--- config.mk ---
export PLATFORM = sky130hd
export DESIGN_NAME = reduction_driver
export DESIGN_NICKNAME = d
export VERILOG_FILES = /design/src/rtl/multiplier_pkg.sv /design/src/rtl/red_result_fifo.sv /design/src/rtl/reduction_driver.sv
export SDC_FILE = /design/constraint.sdc
export NUM_CORES = 1
export LEC_CHECK = 0
export ABC_AREA = 1
export CAP_MARGIN = 5
export CORE_MARGIN = 2
export CORE_UTILIZATION = 35
export CTS_CLUSTER_SIZE = 14
export DETAILED_ROUTE_END_ITERATION = 6
export PLACE_DENSITY = 0.59
export SLEW_MARGIN = 5
export SYNTH_ARGS = -nofsm -noshare
export SYNTH_HDL_FRONTEND = slang
export SYNTH_HIERARCHICAL = 1
export SYNTH_SLANG_ARGS = --single-unit
--- constraint.sdc ---
create_clock -name clk_i -period 5.79 [get_ports clk_i]
set_input_delay 0.579 -clock clk_i [delete_from_list [all_inputs] [get_ports clk_i]]
set_output_delay 0.579 -clock clk_i [all_outputs]
set_load 0.005 [all_outputs]
--- src/rtl/multiplier_pkg.sv ---
// Shared constants and types for the modular multiplier / reduction datapath.
package multiplier_pkg;

    localparam int unsigned DATA_LENGTH      = 16;
    localparam int unsigned KYBER_Q          = 3329;
    localparam int unsigned RED_PIPE_LATENCY = 4;

    typedef enum logic [1:0] {
        DRV_IDLE,
        DRV_RUN,
        DRV_DRAIN
    } drv_state_t;

endpackage

--- src/rtl/red_result_fifo.sv ---
// Synchronous FIFO with first-word-fall-through head; push and pop may coincide even when full.
module red_result_fifo #(
    parameter int unsigned WIDTH = 1,
    parameter int unsigned DEPTH = 8
) (
    input  logic                    clk_i,
    input  logic                    rst_i,
    input  logic                    push_i,
    input  logic [WIDTH-1:0]        data_i,
    input  logic                    pop_i,
    output logic [WIDTH-1:0]        data_o,
    output logic                    empty_o,
    output logic                    full_o,
    output logic [$clog2(DEPTH):0]  count_o
);

    localparam int unsigned AW = $clog2(DEPTH);
    localparam logic [AW:0] FULL_COUNT = (AW + 1)'(DEPTH);

    logic [WIDTH-1:0] mem_q [DEPTH];
    logic [AW-1:0]    wr_ptr_q;
    logic [AW-1:0]    rd_ptr_q;
    logic [AW:0]      count_q;
    logic             do_push;
    logic             do_pop;

    assign empty_o = (count_q == '0);
    assign full_o  = (count_q == FULL_COUNT);
    assign count_o = count_q;
    assign data_o  = mem_q[rd_ptr_q];

    assign do_pop  = pop_i && !empty_o;
    // A push into a full FIFO is only taken when a pop frees the slot in the same cycle.
    assign do_push = push_i && (!full_o || do_pop);

    always_ff @(posedge clk_i or posedge rst_i) begin
        if (rst_i) begin
            for (int i = 0; i < DEPTH; i++) begin
                mem_q[i] <= '0;
            end
            wr_ptr_q <= '0;
            rd_ptr_q <= '0;
            count_q  <= '0;
        end else begin
            if (do_push) begin
                mem_q[wr_ptr_q] <= data_i;
                wr_ptr_q        <= wr_ptr_q + 1'b1;
            end
            if (do_pop) begin
                rd_ptr_q <= rd_ptr_q + 1'b1;
            end
            if (do_push && !do_pop) begin
                count_q <= count_q + 1'b1;
            end else if (!do_push && do_pop) begin
                count_q <= count_q - 1'b1;
            end
        end
    end

endmodule

--- src/rtl/reduction_driver.sv ---
// Initiator for the no-backpressure reduction pipeline: credit-limited issue, in-order result
// collection and a valid/ready result stream.
module reduction_driver #(
    parameter int unsigned DATA_LENGTH      = multiplier_pkg::DATA_LENGTH,
    parameter int unsigned RES_DEPTH        = 8,
    parameter int unsigned RED_PIPE_LATENCY = multiplier_pkg::RED_PIPE_LATENCY
) (
    input  logic                   clk_i,
    input  logic                   rst_i,
    input  logic                   cfg_we_i,
    input  logic [DATA_LENGTH-1:0] cfg_m_i,
    input  logic                   in_valid_i,
    output logic                   in_ready_o,
    input  logic [DATA_LENGTH-1:0] in_data_i,
    input  logic                   in_last_i,
    output logic                   red_start_o,
    output logic [DATA_LENGTH-1:0] red_x_o,
    output logic [DATA_LENGTH-1:0] red_m_o,
    input  logic                   red_valid_i,
    input  logic [DATA_LENGTH-1:0] red_result_i,
    output logic                   out_valid_o,
    input  logic                   out_ready_i,
    output logic [DATA_LENGTH-1:0] out_data_o,
    output logic                   out_last_o,
    output logic                   busy_o,
    output logic                   err_o
);

    import multiplier_pkg::*;

    localparam int unsigned CW = $clog2(RES_DEPTH) + 1;
    localparam logic [CW:0] CREDIT_LIMIT = (CW + 1)'(RES_DEPTH);
    localparam logic [DATA_LENGTH-1:0] M_RESET = DATA_LENGTH'(KYBER_Q);

    if (((RES_DEPTH & (RES_DEPTH - 1)) != 0) || (RES_DEPTH < RED_PIPE_LATENCY)) begin : g_bad_depth
        $error("RES_DEPTH must be a power of 2 and at least RED_PIPE_LATENCY");
    end

    drv_state_t             state_q;
    logic [DATA_LENGTH-1:0] m_q;
    logic [DATA_LENGTH-1:0] x_q;
    logic                   start_q;
    logic                   err_q;
    logic [CW-1:0]          outstanding_q;

    logic                   accept;
    logic                   ret;
    logic                   stray;
    logic                   overflow;
    logic [CW:0]            credit_used;

    logic                   tag_head;
    logic                   tag_empty;
    logic                   tag_full;
    logic [CW-1:0]          tag_count;

    logic [DATA_LENGTH:0]   res_head;
    logic                   res_empty;
    logic                   res_full;
    logic                   res_pop;
    logic [CW-1:0]          res_count;

    // Every issued coefficient owns a result slot until it is popped downstream.
    assign credit_used = {1'b0, outstanding_q} + {1'b0, res_count};
    assign in_ready_o  = (state_q != DRV_DRAIN) && (credit_used < CREDIT_LIMIT);
    assign accept      = in_valid_i && in_ready_o;

    assign ret         = red_valid_i && (outstanding_q != '0);
    assign stray       = red_valid_i && (outstanding_q == '0);
    assign res_pop     = !res_empty && out_ready_i;
    assign overflow    = ret && res_full && !res_pop;

    red_result_fifo #(
        .WIDTH (1),
        .DEPTH (RES_DEPTH)
    ) u_tag_fifo (
        .clk_i   (clk_i),
        .rst_i   (rst_i),
        .push_i  (accept),
        .data_i  (in_last_i),
        .pop_i   (ret),
        .data_o  (tag_head),
        .empty_o (tag_empty),
        .full_o  (tag_full),
        .count_o (tag_count)
    );

    red_result_fifo #(
        .WIDTH (DATA_LENGTH + 1),
        .DEPTH (RES_DEPTH)
    ) u_res_fifo (
        .clk_i   (clk_i),
        .rst_i   (rst_i),
        .push_i  (ret),
        .data_i  ({red_result_i, tag_head}),
        .pop_i   (res_pop),
        .data_o  (res_head),
        .empty_o (res_empty),
        .full_o  (res_full),
        .count_o (res_count)
    );

    always_ff @(posedge clk_i or posedge rst_i) begin
        if (rst_i) begin
            state_q       <= DRV_IDLE;
            m_q           <= M_RESET;
            x_q           <= '0;
            start_q       <= 1'b0;
            err_q         <= 1'b0;
            outstanding_q <= '0;
        end else begin
            start_q <= accept;
            if (accept) begin
                x_q <= in_data_i;
            end
            if (accept && !ret) begin
                outstanding_q <= outstanding_q + 1'b1;
            end else if (!accept && ret) begin
                outstanding_q <= outstanding_q - 1'b1;
            end
            if (stray || overflow) begin
                err_q <= 1'b1;
            end
            unique case (state_q)
                DRV_IDLE: begin
                    if (cfg_we_i) begin
                        m_q <= cfg_m_i;
                    end
                    // A single-beat batch goes straight to draining.
                    if (accept && in_last_i) begin
                        state_q <= DRV_DRAIN;
                    end else if (in_valid_i) begin
                        state_q <= DRV_RUN;
                    end
                end
                DRV_RUN: begin
                    if (accept && in_last_i) begin
                        state_q <= DRV_DRAIN;
                    end
                end
                DRV_DRAIN: begin
                    if ((outstanding_q == '0) && res_empty) begin
                        state_q <= DRV_IDLE;
                    end
                end
                default: state_q <= DRV_IDLE;
            endcase
        end
    end

    assign red_start_o = start_q;
    assign red_x_o     = x_q;
    assign red_m_o     = m_q;
    assign out_valid_o = !res_empty;
    assign out_data_o  = res_head[DATA_LENGTH:1];
    assign out_last_o  = res_head[0];
    assign busy_o      = (state_q != DRV_IDLE);
    assign err_o       = err_q;

    // The tag FIFO mirrors the outstanding counter one-for-one.
    a_tag_tracks_outstanding: assert property (@(posedge clk_i) disable iff (rst_i)
        tag_count == outstanding_q);
    a_no_tag_overflow: assert property (@(posedge clk_i) disable iff (rst_i)
        accept |-> !tag_full);
    a_tag_on_return: assert property (@(posedge clk_i) disable iff (rst_i)
        ret |-> !tag_empty);

endmodule

* Yosys cells after proc, flatten, opt, wreduce, memory -nomap -nowiden *
Cells that the tools add are included.

storage, ports and cells
  word-level logic and storage cells = 127
  flip-flop bits (word level) = 204
  bits of input ports = 55
  output and inout port bits = 54

operators by class
  bitwise gates (word level) = 4
  eq/ne operators = 8
  magnitude comparators = 7
  muxes and demuxes = 23
  reductions and logical operators = 46
  add/subtract/negate cells = 11

operators with widths
  cell                 count
  $bwmux 136           1
  $bmux 17 s3          1
  $demux 17 s3         1
  $mux 17              3
  $mux 4               6
  $logic_and 1x1->1    21
  $ge 4x4->1 const B   4
  $not 3->4            4
  $add 3x1->3 const B  4
  $add 4x1->4 const B  3
  $logic_not 4->1      3
  $sub 4x1->4 const B  3
  $logic_not 1->1      11
  $bwmux 8             1
  $eq 4x4->1 const B   2
  $lt 4x1->1 const B   2
  $mux 2               4
  $reduce_bool 2->1    4
  $ne 2x2->1 const B   3
  $pmux 2 s3           1
  $add 4x4->5          1
  $lt 5x4->1 const B   1
  $reduce_bool 4->1    1
  $bmux 1 s3           1
  other kinds (9)      13

* Logic depth before layout (Yosys ltp) *
  depth in word-level cells = 10
  gate-level depth with buffers = 20
  depth with buffers taken out = 18

* By module *
Netlist, hierarchy kept.

modules (own cells, without submodules)
  module                         cells each  sequential area each (µm²)  area each (µm²)  times used
  red_result_fifo at u_res_fifo  1017        3653.5                      8007.7           1
  reduction_driver               167         1006.0                      1829.3           1
  red_result_fifo at u_tag_fifo  146         450.4                       1116.1           1

* Worst setup path before layout *
No wires, ideal clock.

  path type = register -> register
  start point = reg outstanding_q[3]
  end point = reg u_tag_fifo.count_q[3] (netlist: u_tag_fifo/count_o[3])
  required time = 5.674 ns
  path slack = 2.991 ns
  library setup time = 0.116 ns
  cell stages (with the launch flop) = 19
  arrival time = 2.683 ns
  period minus slack after synthesis = 2.799 ns
  path buffers = 2
  path through = dfrtp_1 -> ha_1 -> nor2_1 -> nand2_1 -> nor2_4 -> nand2_4 -> nor2_8 -> buf_6 -> buf_2 -> nand2_2 -> inv_1 -> ha_1 -> inv_1 -> ha_1 -> or2_2 -> nand3_1 -> nand2_1 -> nand2_1 -> nand2_1

between the ends
  cells in the longest elaborated chain, start to end = 8
  elaborated cells between the ends (all ways) = 15
  those cells by class = 1 x add/sub; 1 x order compare; 1 x mux; 12 x reduce/logical

ends and longest elaborated chain
  element                             RTL line                 source
  start, declared                     reduction_driver.sv:44   logic [CW-1:0] outstanding_q;
  start signal, assigned              reduction_driver.sv:117  outstanding_q <= outstanding_q + 1'b1;
  start signal, assigned              reduction_driver.sv:119  outstanding_q <= outstanding_q - 1'b1;
  $add 4x4->5 (*)                     reduction_driver.sv:64   assign credit_used = {1'b0, outstanding_q} + {1'b0, res_count};
  $lt 5x4->1 (*)                      reduction_driver.sv:65   assign in_ready_o = (state_q != DRV_DRAIN) && (credit_used < CREDIT_LIMIT);
  $logic_and 1x1->1 (*)               reduction_driver.sv:65
  $logic_and 1x1->1 (*)               reduction_driver.sv:66   assign accept = in_valid_i && in_ready_o;
  via accept                          reduction_driver.sv:46   logic accept;
  $logic_and 1x1->1 (*)               red_result_fifo.sv:34    assign do_push = push_i && (!full_o || do_pop);
  via u_tag_fifo.do_push              red_result_fifo.sv:24    logic do_push;
  $logic_not 1->1                     red_result_fifo.sv:54    end else if (!do_push && do_pop) begin
  $logic_and 1x1->1                   red_result_fifo.sv:54
  $reduce_bool 2->1 (no source line)  --
  end signal, assigned                red_result_fifo.sv:53    count_q <= count_q + 1'b1;
  end signal, assigned                red_result_fifo.sv:55    count_q <= count_q - 1'b1;
  end, declared                       red_result_fifo.sv:23    logic [AW:0] count_q;

The timed path passes the listed nets; every way through them passes the cells marked *.
A chain may end at the register's enable or synchronous reset.

* Worst setup path after layout *
  start point = reg u_res_fifo.rd_ptr_q[2]
  end point = out out_data_o[10]

between the ends
  cells in the longest elaborated chain, start to end = 4

ends and longest elaborated chain
  element                                      RTL line                source
  start, declared                              red_result_fifo.sv:22   logic [AW-1:0] rd_ptr_q;
  start signal, assigned                       red_result_fifo.sv:50   rd_ptr_q <= rd_ptr_q + 1'b1;
  $not 3->4 (not written as such)              red_result_fifo.sv:30   assign data_o = mem_q[rd_ptr_q];
  $bmux 17 s3                                  red_result_fifo.sv:30
  $mux 17 (not written as such) (2 in series)  red_result_fifo.sv:30
  end, declared                                reduction_driver.sv:23  output logic [DATA_LENGTH-1:0] out_data_o,

Every way passes these cells. The select of a mux whose other input is x is not followed.

==> impl_metrics.prom <==
# TYPE chip_impl_metric gauge
chip_impl_info{name="run_status",value="complete, no violations"} 1
chip_impl_metric{name="postLayoutSetupSlackWorst",unit="ns"} 1.79
chip_impl_metric{name="gr-usage-all-layers",unit="%"} 18.5
chip_impl_metric{name="antenna_left",unit=""} 0
chip_impl_metric{name="timing.critical_path.fanout_max",unit=""} 20
chip_impl_metric{name="setup_tns",unit="ns"} 0
chip_impl_metric{name="areaGrowthSynthToFinish",unit="%"} 15.5
chip_impl_metric{name="globalRouteOverflowTotal",unit=""} 0
chip_impl_metric{name="arrival_time_at_the_worst_endpoint",unit="ns"} 3.42
chip_impl_metric{name="max_slew.worst_pin.slew",unit="ns"} 0.982
chip_impl_metric{name="internal_cell_power",unit="W"} 0.00435
chip_impl_metric{name="boundary_pin_count",unit=""} 109
chip_impl_info{name="path_class",value="flip-flop to primary output"} 1
chip_impl_metric{name="number_of_global_route_vias_before_repair",unit=""} 8954
chip_impl_info{name="crit_path_top_delay_cell",value="sky130_fd_sc_hd__clkinv_1"} 1
chip_impl_metric{name="htree_num_levels",unit=""} 1
chip_impl_metric{name="initial_utilization",unit="%"} 35.7
chip_impl_metric{name="dieArea",unit="µm²"} 32700
chip_impl_info{name="tritoncts_clock_tree",value="done"} 1
chip_impl_metric{name="leakage",unit="nW"} 6.33
chip_impl_metric{name="cts.reportedPaths.clkPinSlew",unit="ns"} 0.06
chip_impl_metric{name="drtPass1Iterations",unit=""} 5
chip_impl_metric{name="cts-resized-gates",unit=""} 0
chip_impl_metric{name="drt_drc_violations_left",unit=""} 0
chip_impl_metric{name="first_iter_violations",unit=""} 732
chip_impl_metric{name="hold_depth",unit=""} 2
chip_impl_info{name="crit_path_end_kind",value="primary output"} 1
chip_impl_metric{name="drive_gt1_share",unit="%"} 8.01
chip_impl_metric{name="share_clk_of_total_power",unit="%"} 18.9
chip_impl_metric{name="antenna_found_initial",unit=""} 1
chip_impl_metric{name="final_cells",unit=""} 1783
chip_impl_metric{name="p_seq_share",unit="%"} 34.0
chip_impl_metric{name="required",unit="ns"} 5.21
chip_impl_metric{name="cp_num_cells",unit=""} 4
chip_impl_metric{name="switching_share",unit="%"} 42.3
chip_impl_metric{name="placeableCoreArea",unit="µm²"} 30700
chip_impl_metric{name="finalHoldViolCount",unit=""} 0
chip_impl_metric{name="slew-limit-headroom",unit="%"} 34.5
chip_impl_info{name="critical_path.cell_chain",value="clkinv_1 > nand2_1 > nand2_1 > clkdlybuf4s50_1"} 1
chip_impl_metric{name="placement.io_buffers",unit=""} 108
chip_impl_metric{name="grt_pass1_wl",unit="µm"} 49600
chip_impl_info{name="worstSetupStartpointType",value="flip-flop"} 1
chip_impl_metric{name="rows",unit=""} 64
chip_impl_metric{name="post-route-period-util",unit="%"} 69.1
chip_impl_metric{name="power_frac_comb",unit="%"} 47.2
chip_impl_metric{name="routed_wl",unit="µm"} 30500
chip_impl_metric{name="mapped_nets",unit=""} 1402
chip_impl_info{name="worst_hold_path_type",value="flip-flop to flip-flop"} 1
chip_impl_metric{name="max_cap_violations",unit=""} 0
chip_impl_info{name="root_buffer",value="sky130_fd_sc_hd__clkbuf_16"} 1
chip_impl_info{name="grt_setup_unrepaired",value="no"} 1
chip_impl_metric{name="clk_path_buf_depth",unit=""} 3
chip_impl_info{name="worstSetupStartpoint",value="u_res_fifo/rd_ptr_q[2]"} 1
chip_impl_metric{name="final_core_util",unit="%"} 41.2
chip_impl_metric{name="clkSinkCount",unit=""} 204
chip_impl_info{name="hold_start",value="u_res_fifo/mem_q[117]"} 1
chip_impl_metric{name="multi_input_area",unit="µm²"} 5000
chip_impl_metric{name="routed_via_density",unit=""} 5.12
chip_impl_metric{name="clock_insertion_delay_worst_skew",unit="ns"} 0.52
chip_impl_info{name="worst_path_most_repeated_cell",value="sky130_fd_sc_hd__nand2_1"} 1
chip_impl_metric{name="timing.final.setup_violations",unit=""} 0
chip_impl_metric{name="postCtsHoldBufs",unit=""} 0
chip_impl_metric{name="place_congestion",unit=""} 0.770
chip_impl_metric{name="die_height",unit="µm"} 181
chip_impl_metric{name="detail_route.wl_per_cell",unit="µm"} 17.1
chip_impl_metric{name="sequential_cell_area",unit="µm²"} 5110
chip_impl_metric{name="r2r_cells",unit=""} 15
chip_impl_metric{name="cts-buffers-inserted",unit=""} 24
chip_impl_metric{name="fillCellCount",unit=""} 3118
chip_impl_metric{name="die_width",unit="µm"} 181
chip_impl_metric{name="place_inst",unit=""} 1741
chip_impl_metric{name="highest_cell_delay_on_the_worst_timing_path",unit="ns"} 1.01
chip_impl_metric{name="max-vdd-ir-drop",unit="mV"} 0.289
chip_impl_metric{name="p_sw",unit="W"} 0.00319
chip_impl_metric{name="maximum_number_of_pins_on_one_net_before_global_route_repair",unit=""} 100
chip_impl_metric{name="postCtsSetupRepairBufs",unit=""} 0
chip_impl_metric{name="slew_violations",unit=""} 0
chip_impl_metric{name="skew",unit="ns"} 0.0126
chip_impl_metric{name="syn-instance-count",unit=""} 1328
chip_impl_info{name="origin_of_the_critical_flop_to_flop_path",value="u_res_fifo/count_o[0]"} 1
chip_impl_metric{name="final_critical_period",unit="ns"} 4.00
chip_impl_metric{name="maximum_clock_frequency",unit="GHz"} 0.250
chip_impl_metric{name="power_density",unit="nW/µm²"} 597
chip_impl_metric{name="detailedPlace.worstSlack",unit="ns"} 2.15
chip_impl_metric{name="nNetsFinal",unit=""} 1445
chip_impl_metric{name="postSynthAreaPerCell",unit="µm²"} 8.24
chip_impl_metric{name="warnings_from_yosys",unit=""} 6
chip_impl_metric{name="buf_inv_on_cp",unit=""} 2
chip_impl_info{name="crit_family",value="buffers and inverters"} 1
chip_impl_metric{name="synth_area",unit="µm²"} 10900
chip_impl_metric{name="num_vias",unit=""} 9124
chip_impl_metric{name="hpwlAfterDp",unit="µm"} 17300
==> power by group through the flow <==
stage,Sequential (W),Clock [W],Combinational [W]
after floorplan,0.00244,0,0.00252
after global placement,0.00256,0,0.00351
after detailed placement,0.00256,0,0.00357
after CTS,0.00256,0.00147,0.00359
after global routing,0.00265,0.00151,0.00403
final,0.00256,0.00142,0.00356
==> placed cells by master, fill, tap and decap left out, types with 2 or more instances in the layout <==
cell	count
sky130_fd_sc_hd__nand4_1	144
sky130_fd_sc_hd__nand3_4	8
sky130_fd_sc_hd__nand3b_4	2
sky130_fd_sc_hd__inv_2	7
sky130_fd_sc_hd__nor2_8	9
sky130_fd_sc_hd__clkbuf_16	25
sky130_fd_sc_hd__dfstp_2	4
sky130_fd_sc_hd__nand2_1	542
sky130_fd_sc_hd__nand3_2	2
sky130_fd_sc_hd__mux2_2	6
sky130_fd_sc_hd__mux2_4	10
sky130_fd_sc_hd__o21ai_0	74
sky130_fd_sc_hd__dfrtp_1	199
sky130_fd_sc_hd__o21ai_1	8
sky130_fd_sc_hd__nor2_4	2
sky130_fd_sc_hd__clkbuf_1	12
sky130_fd_sc_hd__fa_1	3
sky130_fd_sc_hd__inv_6	2
sky130_fd_sc_hd__xor2_1	3
sky130_fd_sc_hd__ha_1	16
sky130_fd_sc_hd__inv_4	2
sky130_fd_sc_hd__nor2_1	107
sky130_fd_sc_hd__clkbuf_8	4
sky130_fd_sc_hd__nor2_2	4
sky130_fd_sc_hd__nand2_2	8
sky130_fd_sc_hd__nand3_1	13
sky130_fd_sc_hd__xnor2_1	11
sky130_fd_sc_hd__clkdlybuf4s50_1	108
sky130_fd_sc_hd__a21oi_1	4
sky130_fd_sc_hd__nand2_4	6
sky130_fd_sc_hd__or2_2	2
sky130_fd_sc_hd__inv_1	28
sky130_fd_sc_hd__buf_4	7
==> final timing paths <==
check,to,slack [ns]
hold / removal,u_res_fifo/mem_q[117],0.46
setup / recovery,out_data_o[10],1.79
setup reg to reg,u_res_fifo/count_o[3],2.38
min in group asynchronous,u_tag_fifo/mem_q[7],0.63
max in group asynchronous,u_res_fifo/mem_q[122],3.88
hold reg to reg,u_res_fifo/mem_q[117],0.46
==> per-stage QoR <==
step	hold WS, ns	instance area [µm²]	total power [W]
after floorplan	0.436	10900	0.00496
after global placement	0.444	11900	0.00608
after detailed placement	0.448	11900	0.00614
after CTS	0.467	12600	0.00761
after global routing	0.473	12600	0.00819
final	0.464	12600	0.00754
==> area by class of cell <==
class                           count  share of cell area, %
Antenna cell                        1                 0.0198
Clock buffer                       41                   5.74
Inverter                           40                   1.31
Sequential cell                   204                   40.4
Multi-Input combinational cell    986                   39.6
Timing Repair Buffer              115                   8.97
Tap cell                          396                   3.92
==> sequential cells by signal (all words and copies together) (netlist names) <==
name / cells
err_o: 1
outstanding_q: 4
red_m_o: 16
red_start_o: 1
red_x_o: 16
state_q: 2
u_res_fifo/count_o: 4
u_res_fifo/mem_q: 136
u_res_fifo/rd_ptr_q: 3
u_res_fifo/wr_ptr_q: 3
u_tag_fifo/count_o: 4
u_tag_fifo/mem_q: 8
u_tag_fifo/rd_ptr_q: 3
u_tag_fifo/wr_ptr_q: 3
==> layer usage <==
metal	track usage, %	routed length, µm
met1	25.8	13700
met2	28.8	13600
met3	4.33	2300
met4	5.35	813
met5	0	0
==> worst register-to-register path, stage by stage (launching register included) <==
cell and delay, ns:
sky130_fd_sc_hd__dfrtp_1 0.46, sky130_fd_sc_hd__nor2_1 0.27, sky130_fd_sc_hd__nand3_1 0.14, sky130_fd_sc_hd__inv_1 0.13, sky130_fd_sc_hd__nor2_1 0.07, sky130_fd_sc_hd__nand3b_4 0.67, sky130_fd_sc_hd__nand2_2 0.35, sky130_fd_sc_hd__inv_2 0.08
sky130_fd_sc_hd__ha_1 0.22, sky130_fd_sc_hd__inv_1 0.13, sky130_fd_sc_hd__ha_1 0.26, sky130_fd_sc_hd__or2_2 0.29, sky130_fd_sc_hd__nand3_1 0.09, sky130_fd_sc_hd__nand2_1 0.05, sky130_fd_sc_hd__nand2_1 0.05, sky130_fd_sc_hd__nand2_1 0.04
Note: power is estimated with default switching activity, not from simulation.
